==> src/rtl/pong_motion_ctrl.sv <==
// rtl/pong_motion_ctrl.sv - per-frame ball/paddle motion with combinational pixel colouring
module pong_motion_ctrl #(
  parameter int BALL_SIZE    = 8,
  parameter int PAD_H        = 72,
  parameter int PAD_V        = 4,
  parameter int BALL_V       = 2,
  parameter int SERVE_FRAMES = 60
) (
  input  logic        clock,
  input  logic        reset,
  input  logic        video_on,
  input  logic [9:0]  pixel_x,
  input  logic [9:0]  pixel_y,
  input  logic        btn_up,
  input  logic        btn_down,
  output logic [11:0] rgb,
  output logic        hit,
  output logic        miss,
  output logic [3:0]  score
);

  localparam int CNT_W = (SERVE_FRAMES > 1) ? $clog2(SERVE_FRAMES) : 1;

  localparam logic [9:0] X_CENTRE    = 10'd320;
  localparam logic [9:0] Y_CENTRE    = 10'd240;
  localparam logic [9:0] PAD_Y_RST   = 10'd204;
  localparam logic [9:0] PAD_X0      = 10'd600;
  localparam logic [9:0] PAD_X1      = 10'd603;
  localparam logic [9:0] WALL_X0     = 10'd32;
  localparam logic [9:0] WALL_X1     = 10'd35;
  localparam logic [9:0] LEFT_LIMIT  = 10'd36;
  localparam logic [9:0] PAD_STEP    = 10'(PAD_V);
  localparam logic [9:0] BALL_STEP   = 10'(BALL_V);
  localparam logic [9:0] PAD_Y_MAX   = 10'(480 - PAD_H);
  localparam logic [9:0] BALL_X_MISS = 10'(640 - BALL_SIZE);
  localparam logic [9:0] BALL_Y_BOT  = 10'(480 - BALL_SIZE - BALL_V);
  localparam logic [9:0] BALL_EXT    = 10'(BALL_SIZE - 1);
  localparam logic [9:0] PAD_EXT     = 10'(PAD_H - 1);

  typedef enum logic {SERVE, PLAY} state_t;

  state_t           state;
  logic [CNT_W-1:0] serve_cnt;
  logic [9:0]       ball_x, ball_y, pad_y;
  logic             dx, dy;
  logic             cond_d;

  logic       frame_cond, tick;
  logic [9:0] pad_next, ball_right, ball_bot, pad_bot;
  logic       paddle_hit, dx_next, dy_next;

  assign frame_cond = (pixel_y == 10'd481) && (pixel_x == 10'd0);
  assign tick       = frame_cond && !cond_d;

  assign ball_right = ball_x + BALL_EXT;
  assign ball_bot   = ball_y + BALL_EXT;
  assign pad_bot    = pad_y + PAD_EXT;

  assign paddle_hit = dx && (ball_right >= PAD_X0) && (ball_right <= PAD_X1)
                      && (ball_bot >= pad_y) && (ball_y <= pad_bot);

  always_comb begin
    dx_next = dx;
    if (paddle_hit)
      dx_next = 1'b0;
    else if (ball_x <= LEFT_LIMIT)
      dx_next = 1'b1;
    dy_next = dy;
    if (ball_y <= BALL_STEP)
      dy_next = 1'b1;
    else if (ball_y >= BALL_Y_BOT)
      dy_next = 1'b0;
  end

  // Conflicting buttons cancel; clamps keep the paddle fully on screen.
  always_comb begin
    pad_next = pad_y;
    if (btn_up && !btn_down)
      pad_next = (pad_y < PAD_STEP) ? 10'd0 : pad_y - PAD_STEP;
    else if (btn_down && !btn_up)
      pad_next = (pad_y > PAD_Y_MAX - PAD_STEP) ? PAD_Y_MAX : pad_y + PAD_STEP;
  end

  always_ff @(posedge clock or posedge reset) begin
    if (reset) begin
      state     <= SERVE;
      serve_cnt <= '0;
      ball_x    <= X_CENTRE;
      ball_y    <= Y_CENTRE;
      dx        <= 1'b1;
      dy        <= 1'b1;
      pad_y     <= PAD_Y_RST;
      score     <= 4'd0;
      hit       <= 1'b0;
      miss      <= 1'b0;
      cond_d    <= 1'b0;
    end else begin
      cond_d <= frame_cond;
      hit    <= 1'b0;
      miss   <= 1'b0;
      if (tick) begin
        pad_y <= pad_next;
        if (state == SERVE) begin
          ball_x <= X_CENTRE;
          ball_y <= Y_CENTRE;
          dx     <= 1'b1;
          dy     <= 1'b1;
          if (serve_cnt == CNT_W'(SERVE_FRAMES - 1)) begin
            state     <= PLAY;
            serve_cnt <= '0;
          end else begin
            serve_cnt <= serve_cnt + 1'b1;
          end
        end else if (ball_x >= BALL_X_MISS) begin
          miss      <= 1'b1;
          score     <= 4'd0;
          ball_x    <= X_CENTRE;
          ball_y    <= Y_CENTRE;
          dx        <= 1'b1;
          dy        <= 1'b1;
          serve_cnt <= '0;
          state     <= SERVE;
        end else begin
          if (paddle_hit) begin
            hit <= 1'b1;
            if (score != 4'd15)
              score <= score + 4'd1;
          end
          dx     <= dx_next;
          dy     <= dy_next;
          ball_x <= dx_next ? ball_x + BALL_STEP : ball_x - BALL_STEP;
          ball_y <= dy_next ? ball_y + BALL_STEP : ball_y - BALL_STEP;
        end
      end
    end
  end

  // Extended to 11 bits so the far-edge comparisons cannot wrap.
  logic ball_on, pad_on, wall_on;

  assign ball_on = ({1'b0, pixel_x} >= {1'b0, ball_x})
                && ({1'b0, pixel_x} <  {1'b0, ball_x} + 11'(BALL_SIZE))
                && ({1'b0, pixel_y} >= {1'b0, ball_y})
                && ({1'b0, pixel_y} <  {1'b0, ball_y} + 11'(BALL_SIZE));
  assign pad_on  = (pixel_x >= PAD_X0) && (pixel_x <= PAD_X1)
                && ({1'b0, pixel_y} >= {1'b0, pad_y})
                && ({1'b0, pixel_y} <  {1'b0, pad_y} + 11'(PAD_H));
  assign wall_on = (pixel_x >= WALL_X0) && (pixel_x <= WALL_X1);

  always_comb begin
    rgb = 12'h000;
    if (video_on) begin
      if (ball_on)
        rgb = 12'hF00;
      else if (pad_on)
        rgb = 12'h0F0;
      else if (wall_on)
        rgb = 12'h00F;
    end
  end

endmodule

==> config.mk <==
export PLATFORM = sky130hd
export DESIGN_NAME = pong_motion_ctrl
export DESIGN_NICKNAME = d
export VERILOG_FILES = /design/src/rtl/pong_motion_ctrl.sv
export SDC_FILE = /design/constraint.sdc
export NUM_CORES = 1
export LEC_CHECK = 0
export BUFFER_PORTS_ARGS = -buffer_cell sky130_fd_sc_hd__buf_2
export CAP_MARGIN = 0
export CORE_MARGIN = 2
export CORE_UTILIZATION = 62
export DETAILED_ROUTE_END_ITERATION = 12
export GPL_ROUTABILITY_DRIVEN = 0
export PLACE_DENSITY_LB_ADDON = 0.25
export SYNTH_ARGS = -nofsm -noshare
export SYNTH_HDL_FRONTEND = slang
export SYNTH_SLANG_ARGS = --single-unit
==> constraint.sdc <==
create_clock -name clock -period 6.2 [get_ports clock]
set_input_delay 1.24 -clock clock [delete_from_list [all_inputs] [get_ports clock]]
set_output_delay 1.24 -clock clock [all_outputs]
set_load 0.05 [all_outputs]
Word-level counts from Yosys, hierarchy flattened
Cells that the tools add are included.

Bits of input ports: 25. Output and inout bits: 18. Word-level logic and storage cells: 112. Register bits: 46.

Muxes and demuxes: 38. Equality and inequality tests: 4. Magnitude comparators: 20. $add $sub $neg: 14. Reduce and logical (&&, ||, !) cells: 25.

Operators by type and width (count): $mux 10 (10); $ge 10x10->1 (4); $lt 10x11->1 (3); $add 10x3->10 const B (3); $ge 10x10->1 const B (3); $mux 12 (2); $add 10x4->11 const B (2); $add 10x2->10 const B (2); $le 10x10->1 const B (2); $le 10x6->1 const B (2); $sub 10x2->10 const B (2); $mux 1 (18); $mux 6 (3); $mux 4 (4); $logic_and 1x1->1 (15); $add 10x7->11 const B (1); $add 10x7->10 const B (1); $eq 10x9->1 const B (1); $ge 10x6->1 const B (1); $ge 10x9->1 const B (1); $gt 10x9->1 const B (1); $le 10x10->1 (1); $le 10x2->1 const B (1); $logic_not 10->1 (1); other kinds (12) (17).

Longest topological paths before layout
Gate-level depths: netlist of run 1.

Depth after elaboration: 10. Mapped depth: 19. Mapped depth without buffers: 19.

Worst setup path before layout of run 1
Ideal clock, no wire load.

Kind: input to output. Start point: input port pixel_x[8]. End point: output port rgb[10]. Stages: 9. Arrival time: 3.717 ns. Required time: 4.960 ns. Buffers on the path: 1. Path slack: 1.243 ns. Cells stage by stage: ha_1 -> a21o_1 -> a21o_1 -> nor4_1 -> a21oi_1 -> a211o_1 -> or3_1 -> nor2_1 -> buf_4.

Cells in the longest elaborated chain, start to end: 6. Elaborated cells on any way between the ends: 7. Classes of those cells: order compare (2); mux (2); reduce/logical (3).

RTL lines: start: declaration (RTL line 12) `input logic [9:0] pixel_x,`; $lt 10x11->1 / $ge 10x10->1 (equally long branches) (RTL line 142, 141); $logic_and 1x1->1 * (RTL line 142) `&& ({1'b0, pixel_x} < {1'b0, ball_x} + 11'(BALL_SIZE))`; $logic_and 1x1->1 * (RTL line 143) `&& ({1'b0, pixel_y} >= {1'b0, ball_y})`; $logic_and 1x1->1 * (RTL line 144) `&& ({1'b0, pixel_y} < {1'b0, ball_y} + 11'(BALL_SIZE));`; $mux 12 * (RTL line 153) `if (ball_on)`; $mux 12 * (RTL line 152) `if (video_on) begin`; end: declaration (RTL line 16) `output logic [11:0] rgb,`.

Every way passes the cells marked *; elsewhere a longest branch is shown, timed or not.

Final worst setup path of run 1
Start point: register ball_y[6]. End point: output port rgb[11].

Cells in the longest elaborated chain, start to end: 5. Elaborated cells on any way between the ends: 7. Classes of those cells: add/sub (1); order compare (2); mux (2); reduce/logical (2).

RTL lines: start: declaration (RTL line 44) `logic [9:0] ball_x, ball_y, pad_y;`; start signal: assignment (RTL line 132) `ball_y <= dy_next ? ball_y + BALL_STEP : ball_y - BALL_STEP;`; $add 10x4->11 / $ge 10x10->1 (equally long branches) (RTL line 144, 143); $lt 10x11->1 / $logic_and 1x1->1 (equally long branches) (RTL line 144, 143); $logic_and 1x1->1 * (RTL line 144); $mux 12 * (RTL line 153); $mux 12 * (RTL line 152).

Marks and branches as above.

==> results of run 1 <==
## Yosys cell counts (3+ instances only)
cell / number
ha_1: 90
o21ai_0: 49
a21oi_1: 47
inv_1: 44
nand2_1: 43
xnor2_1: 39
dfrtp_1: 30
nor2_1: 27
nand3_1: 24
clkbuf_1: 17
dfstp_2: 12
nand4_1: 12
nand2b_1: 10
nor3_1: 10
o22ai_1: 10
a31oi_1: 9
buf_4: 9
or3_1: 7
a21o_1: 6
nor4_1: 6
o31ai_1: 6
a211oi_1: 5
nor2b_1: 5
and3_1: 4
a2111o_1: 3
a211o_1: 3
a21boi_0: 3
clkinv_1: 3
or2_2: 3
## per-stage QoR
| step | hold slack, ns | instance area (um2) | cells | utilization |
|---|---|---|---|---|
| detailed placement | 0.4822 | 5040 | 705 | 0.6590 |
| global route | 0.5011 | 5130 | 713 | 0.6708 |
| floorplan | 0.4466 | 4830 | 586 | - |
| CTS | 0.4928 | 5130 | 713 | 0.6708 |
| global placement | 0.4673 | 5040 | 705 | 0.6590 |
| finish | 0.5032 | 5130 | 713 | 0.6708 |
## power groups by stage
stage          logic (mW)  clock network (mW)  registers, mW
4_1_cts            0.0583               0.187          0.274
6_report           0.0587               0.190          0.274
3_3_place_gp       0.0559                   0          0.279
3_5_place_dp       0.0579                   0          0.279
2_1_floorplan      0.0339                   0          0.279
5_1_grt            0.0672               0.199          0.274
## registers in the layout (all words and copies together) (netlist names)
name / cells
miss: 1
serve_cnt: 6
dy: 1
hit: 1
dx: 1
pad_y: 8
ball_y: 9
ball_x: 9
score: 4
cond_d: 1
state: 1
## layer usage
layer  global-route usage  part of all wire  vias to the layer above
li1                     -                 -                     2175
met1               0.4104              0.46                     2133
met2               0.4804              0.45                      198
met3              0.05916             0.077                       29
met4              0.09328             0.016                        0
met5                    0                 0                        -
## layout make-up
type	instances	share of cell area
clock buffer	5	0.01341
multi-input combinational	469	0.6700
timing repair buffer	45	0.04537
tap	102	0.02488
inverter	47	0.03439
sequential	42	0.2078
clock inverter	3	0.004146
## path summary, 6_finish.rpt
path                            slack, ns            to    startpoint
worst max-delay path                 1.39       rgb[11]     ball_y[6]
worst min-delay path                 0.50  serve_cnt[5]  serve_cnt[5]
worst max register to register       1.63     ball_x[8]     ball_y[1]
worst min register to register       0.50  serve_cnt[5]  serve_cnt[5]
max in group asynchronous            4.77     ball_y[7]         reset
min in group asynchronous            1.05          miss         reset
## cells by family (layout without fill, tap and decap cells)
| logic type | after synthesis | count (layout) | share of synthesized area |
|---|---|---|---|
| flip-flops | 42 | 42 | 0.2207 |
| multiplexers | 4 | 4 | 0.008808 |
| AO/OA/AOI/OAI | 168 | 168 | 0.2158 |
| buffers and inverters | 75 | 100 | 0.06761 |
| adder cells (fa/ha/maj) | 91 | 91 | 0.2373 |
| AND/OR/NAND/NOR | 165 | 165 | 0.1754 |
| XOR/XNOR | 41 | 41 | 0.07435 |
## critical path: stages, from the launching register on
cell and delay [ns]:
dfstp_2 0.61, clkinv_1 0.24, or3_1 0.49, xnor2_1 0.27
ha_1 0.31, a21oi_1 0.13, nor2b_1 0.06, o31a_1 0.28
or3_1 0.41, nor2_1 0.18, buf_2 0.30
==> reports/metrics.yaml, run 1 <==
status:
  status: "completed"
cts:
  cts_made_buffers: 5
  post_cts_resized: 0
  clock_latency_ns: 0.31
  htree_levels: 2
  ctsHoldBuffers: 0
  postCtsSetupBuffers: 0
  cts_tree: "built"
  cts.sinks: 42
  clock-root-buffer: "clkbuf_8"
  clockBufferDepth: 2
  clk_pin_slew_ns: 0.09
synthesis:
  synthFlopType: "dfrtp_1"
  ys_seq_elements: 42
  seq_area_frac_synth: 0.2207
  yosys.area.top_type: "ha_1"
  synthTopCellsByArea: "ha_1 23%, dfrtp_1 16%, xnor2_1 7.1%"
  synthArstFlopShare: 1.000
  synthCells: 586
  synth_top_area_frac: 0.2332
  ys_types: 66
  syn_area_um2: 4830
  yosys_warnings: 0
  synth_edf_count: 0
  synth.avg_cell_area_um2: 8.242
  synth_nets: 702
drt:
  routed_via_density: 6.360
  ant_nets: 0
  routed_wl_um: 12350
  wl_per_cell_um: 17.32
  first_pass_iters: 7
  drcViolationCount: 0
  drtIter0Drc: 335
  vias: 4535
floorplan:
  die-area_um2: 8512
  initial_utilization: 0.6315
  pin_count: 43
  core_um2: 7647
  rows: 32
  die_x_um: 92.26
  die_h_um: 92.26
layout:
  final_cell_mix: "90 x ha_1, 49 x o21ai_0, 47 x a21oi_1, 44 x inv_1, 43 x nand2_1"
  area_delta_synth_final_pct: 6.218
  final_nets: 726
  fill_cells: 653
  final-seq-area_um2: 1066
  layout-drive-gt1-share: 0.1211
  multi_input_area_um2: 3437
  diodes: 0
  final_common_cell: "ha_1"
critical_path:
  crit_required_ns: 4.96
  crit_type: "reg2out"
  cp.arrival_ns: 3.57
  ff2ff_path_depth: 19
  crit_path_end_kind: "primary output"
  path_max_fanout: 7
  critPathLaunchType: "flop"
timing:
  worst_pin_slew_ns: 0.7422
  setup_ws_ns: 1.386
  rsz0062_at_grt: "false"
  max_freq_mhz: 207.7
  slew_headroom: 0.5009
  fin_skew_ns: 0.009430
  tns_ns: 0
  maxSlewViolCount: 0
  finalSetupViolations: 0
  period_share: 0.7765
  fin_crit_ns: 4.814
  finalHoldViolCount: 0
worst_hold_path:
  hp-class: "reg2reg"
  min_path_cells: 1
place:
  dp_hpwl_um: 9495
  portBuffers: 42
  dp_slack_ns: 1.653
power:
  p_comb_frac: 0.112
  leakagePower_nw: 2.314
  sw_frac_of_total: 0.2787
  clkPwrFrac: 0.363
  p_seq_frac: 0.524
  irDropWorstVdd_uv: 109.9
  internal_power_mw: 0.3771
  power_density_nw_per_um2: 101.9
  p_sw_mw: 0.1457
  finalPower_mw: 0.5228
global_routing:
  gr-total-overflow: 0
  grt_util_all_layers: 0.3001
  grt_pass1_vias: 4315
  grt_first_pass_wirelength_um: 20580
  grt_max_degree: 43
  antenna_found_initial: 0
run:
  maxCapViolCount: 0
Note: power is estimated with default switching activity, not from simulation.
==> run 2: changes to the inputs <==
--- a/config.mk
+++ b/config.mk
@@ -8,7 +8,7 @@
 export BUFFER_PORTS_ARGS = -buffer_cell sky130_fd_sc_hd__buf_2
 export CAP_MARGIN = 0
 export CORE_MARGIN = 2
-export CORE_UTILIZATION = 62
+export CORE_UTILIZATION = 56
 export DETAILED_ROUTE_END_ITERATION = 12
 export GPL_ROUTABILITY_DRIVEN = 0
 export PLACE_DENSITY_LB_ADDON = 0.25
==> constraint.sdc (replaced) <==
create_clock -name clock -period 4.1 [get_ports clock]
set_input_delay 0.82 -clock clock [delete_from_list [all_inputs] [get_ports clock]]
set_output_delay 0.82 -clock clock [all_outputs]
set_load 0.05 [all_outputs]
==> run 2 against run 1 <==
Compared with the run above:
- die area grew 10%
- clock skew is 0.0015 ns lower
- sequential share of layout area fell by 2.0 points
- first-iteration DRC count grew 12%
- critical path depth up 2
- final area increased by 11%
- count of clock-buffer cells in the layout is the same
- sequential power grew 51%
- critical path type unchanged
- largest cell class unchanged
==> reports/metrics.yaml, run 2 (synthesized netlist as in run 1, its figures left out) <==
status:
  status: "completed"
drt:
  drtIter0Drc: 376
  first_pass_iters: 5
  vias: 4655
  routed_wl_um: 13340
  wl_per_cell_um: 17.64
  routed_via_density: 6.157
  ant_nets: 0
  drcViolationCount: 0
cts:
  htree_levels: 2
  ctsHoldBuffers: 0
  cts.sinks: 42
  cts_made_buffers: 5
  clk_pin_slew_ns: 0.09
  clockBufferDepth: 2
  clock_latency_ns: 0.31
  clock-root-buffer: "clkbuf_8"
  cts_tree: "built"
timing:
  maxSlewViolCount: 0
  tns_ns: 0
  period_share: 0.9871
  rsz0062_at_grt: "true"
  slew_headroom: 0.2746
  max_freq_mhz: 247.1
  fin_crit_ns: 4.047
  fin_skew_ns: 0.007883
  hold_slack_ns: 0.4999
  finalHoldViolCount: 0
  worst_pin_slew_ns: 1.087
  setup_ws_ns: 0.05291
  finalSetupViolations: 0
floorplan:
  core_um2: 8299
  pin_count: 43
  rows: 33
  die_h_um: 96.87
  initial_utilization: 0.5819
  die_x_um: 96.87
  die-area_um2: 9383
critical_path:
  critPathLaunchType: "flop"
  crit_chain: "and4_4, nand2_2, xnor2_2, ha_1, a21o_1, a21o_1, nor4_2, a21oi_1, a211o_1, or3_4, and4_4, buf_6"
  slowest_stage: "dfstp_2"
  crit_type: "reg2out"
  crit_path_end_kind: "primary output"
  crit_required_ns: 3.28
  crit-reg2reg-launch: "ball_y[4]"
  rrSetupSlack_ns: 0.09
  reg2reg_to: "ball_x[9]"
  cp.arrival_ns: 3.23
  path_max_fanout: 4
  max_stage_delay_ns: 0.58
  ff2ff_path_depth: 18
global_routing:
  grt_max_degree: 29
  antenna_found_initial: 0
  gr-total-overflow: 0
  grt_first_pass_wirelength_um: 21730
  grt_pass1_vias: 4456
  grt_util_all_layers: 0.2784
layout:
  layout-drive-gt1-share: 0.2135
  stdcell_count: 756
  final_util: 0.6843
  final_area_um2: 5679
  final_common_cell: "ha_1"
  final_nets: 766
  final_cell_mix: "88 x ha_1, 47 x o21ai_0, 44 x inv_1, 42 x nand2_1, 42 x a21oi_1"
  reg_top3: "ball_x (9), ball_y (9), pad_y (8)"
  diodes: 0
  area_delta_synth_final_pct: 17.59
power:
  irDropWorstVdd_uv: 150.0
  power_density_nw_per_um2: 160.6
  leakagePower_nw: 2.566
  finalPower_mw: 0.9122
worst_hold_path:
  hp-class: "reg2reg"
  whs_endpoint: "serve_cnt[5]"
  min_path_cells: 1
  hold_start: "serve_cnt[5]"
run:
  maxCapViolCount: 0
place:
  dp_cells: 734
  dp_slack_ns: 0.02734
  dp_hpwl_um: 10160
  place_area_um2: 5263
  portBuffers: 42
## run 2: changes by cell type in the layout (fill, tap and decap cells not counted), moves of 5 or more
cell	delta
buf_4	+38
buf_2	-12
buf_6	+14
a21oi_1	-5
a21oi_2	+5
## run 2: report_power, final
group | total (mW) | leakage [nW] | internal [mW] | switching [mW]
combinational | 0.0918 | 2.01 | 0.0374 | 0.0544
sequential | 0.415 | 0.491 | 0.415 | 0.0000288
clock | 0.406 | 0.0683 | 0.244 | 0.162
## run 2: worst max path at each step
stage	from	to	slack (ns)
after global placement	pad_y[3]	ball_x[8]	0.17
after floorplan	ball_y[5]	rgb[10]	-0.13
after global routing	ball_y[4]	ball_x[9]	-0.1
after CTS	ball_x[6]	rgb[4]	-0.008
final	ball_x[6]	rgb[4]	0.05
after detailed placement	ball_y[4]	ball_x[8]	0.03
## run 2: repair_timing
action	CTS	global route
setup buffers	1	13
gates resized for setup	7	52
hold endpoints to repair	0	0
cloned	0	0
pin swaps	0	10
endpoints found under the setup margin	13	15
## run 2: area by class of cell
cell class | count | area [um2]
inverters | 47 | 176.4
fillers | 676 | 2620
clock buffers | 5 | 68.82
flip-flops and latches | 42 | 1069
multi-input cells | 469 | 3550
clock inverters | 3 | 68.82
repair buffers | 85 | 615.6
well taps | 105 | 131.4
## run 2: layer usage
| layer | share of wire | GRT usage | vias to the layer above |
|---|---|---|---|
| met5 | 0 | 0 | - |
| met3 | 0.074 | 0.03829 | 22 |
| met4 | 0.015 | 0.07584 | 0 |
| met1 | 0.44 | 0.3761 | 2215 |
| met2 | 0.47 | 0.4679 | 173 |
| li1 | - | - | 2245 |
## run 2: critical path, delay by kind of cell, from the launching register on
family	cells	cell delay [ns]
AOI/OAI and AO/OA	4	0.70
adders and majority gates	1	0.29
buffers and inverters	1	0.15
and+or+nand+nor	5	1.03
xor gates and xnor gates	1	0.15
DFF	1	0.58
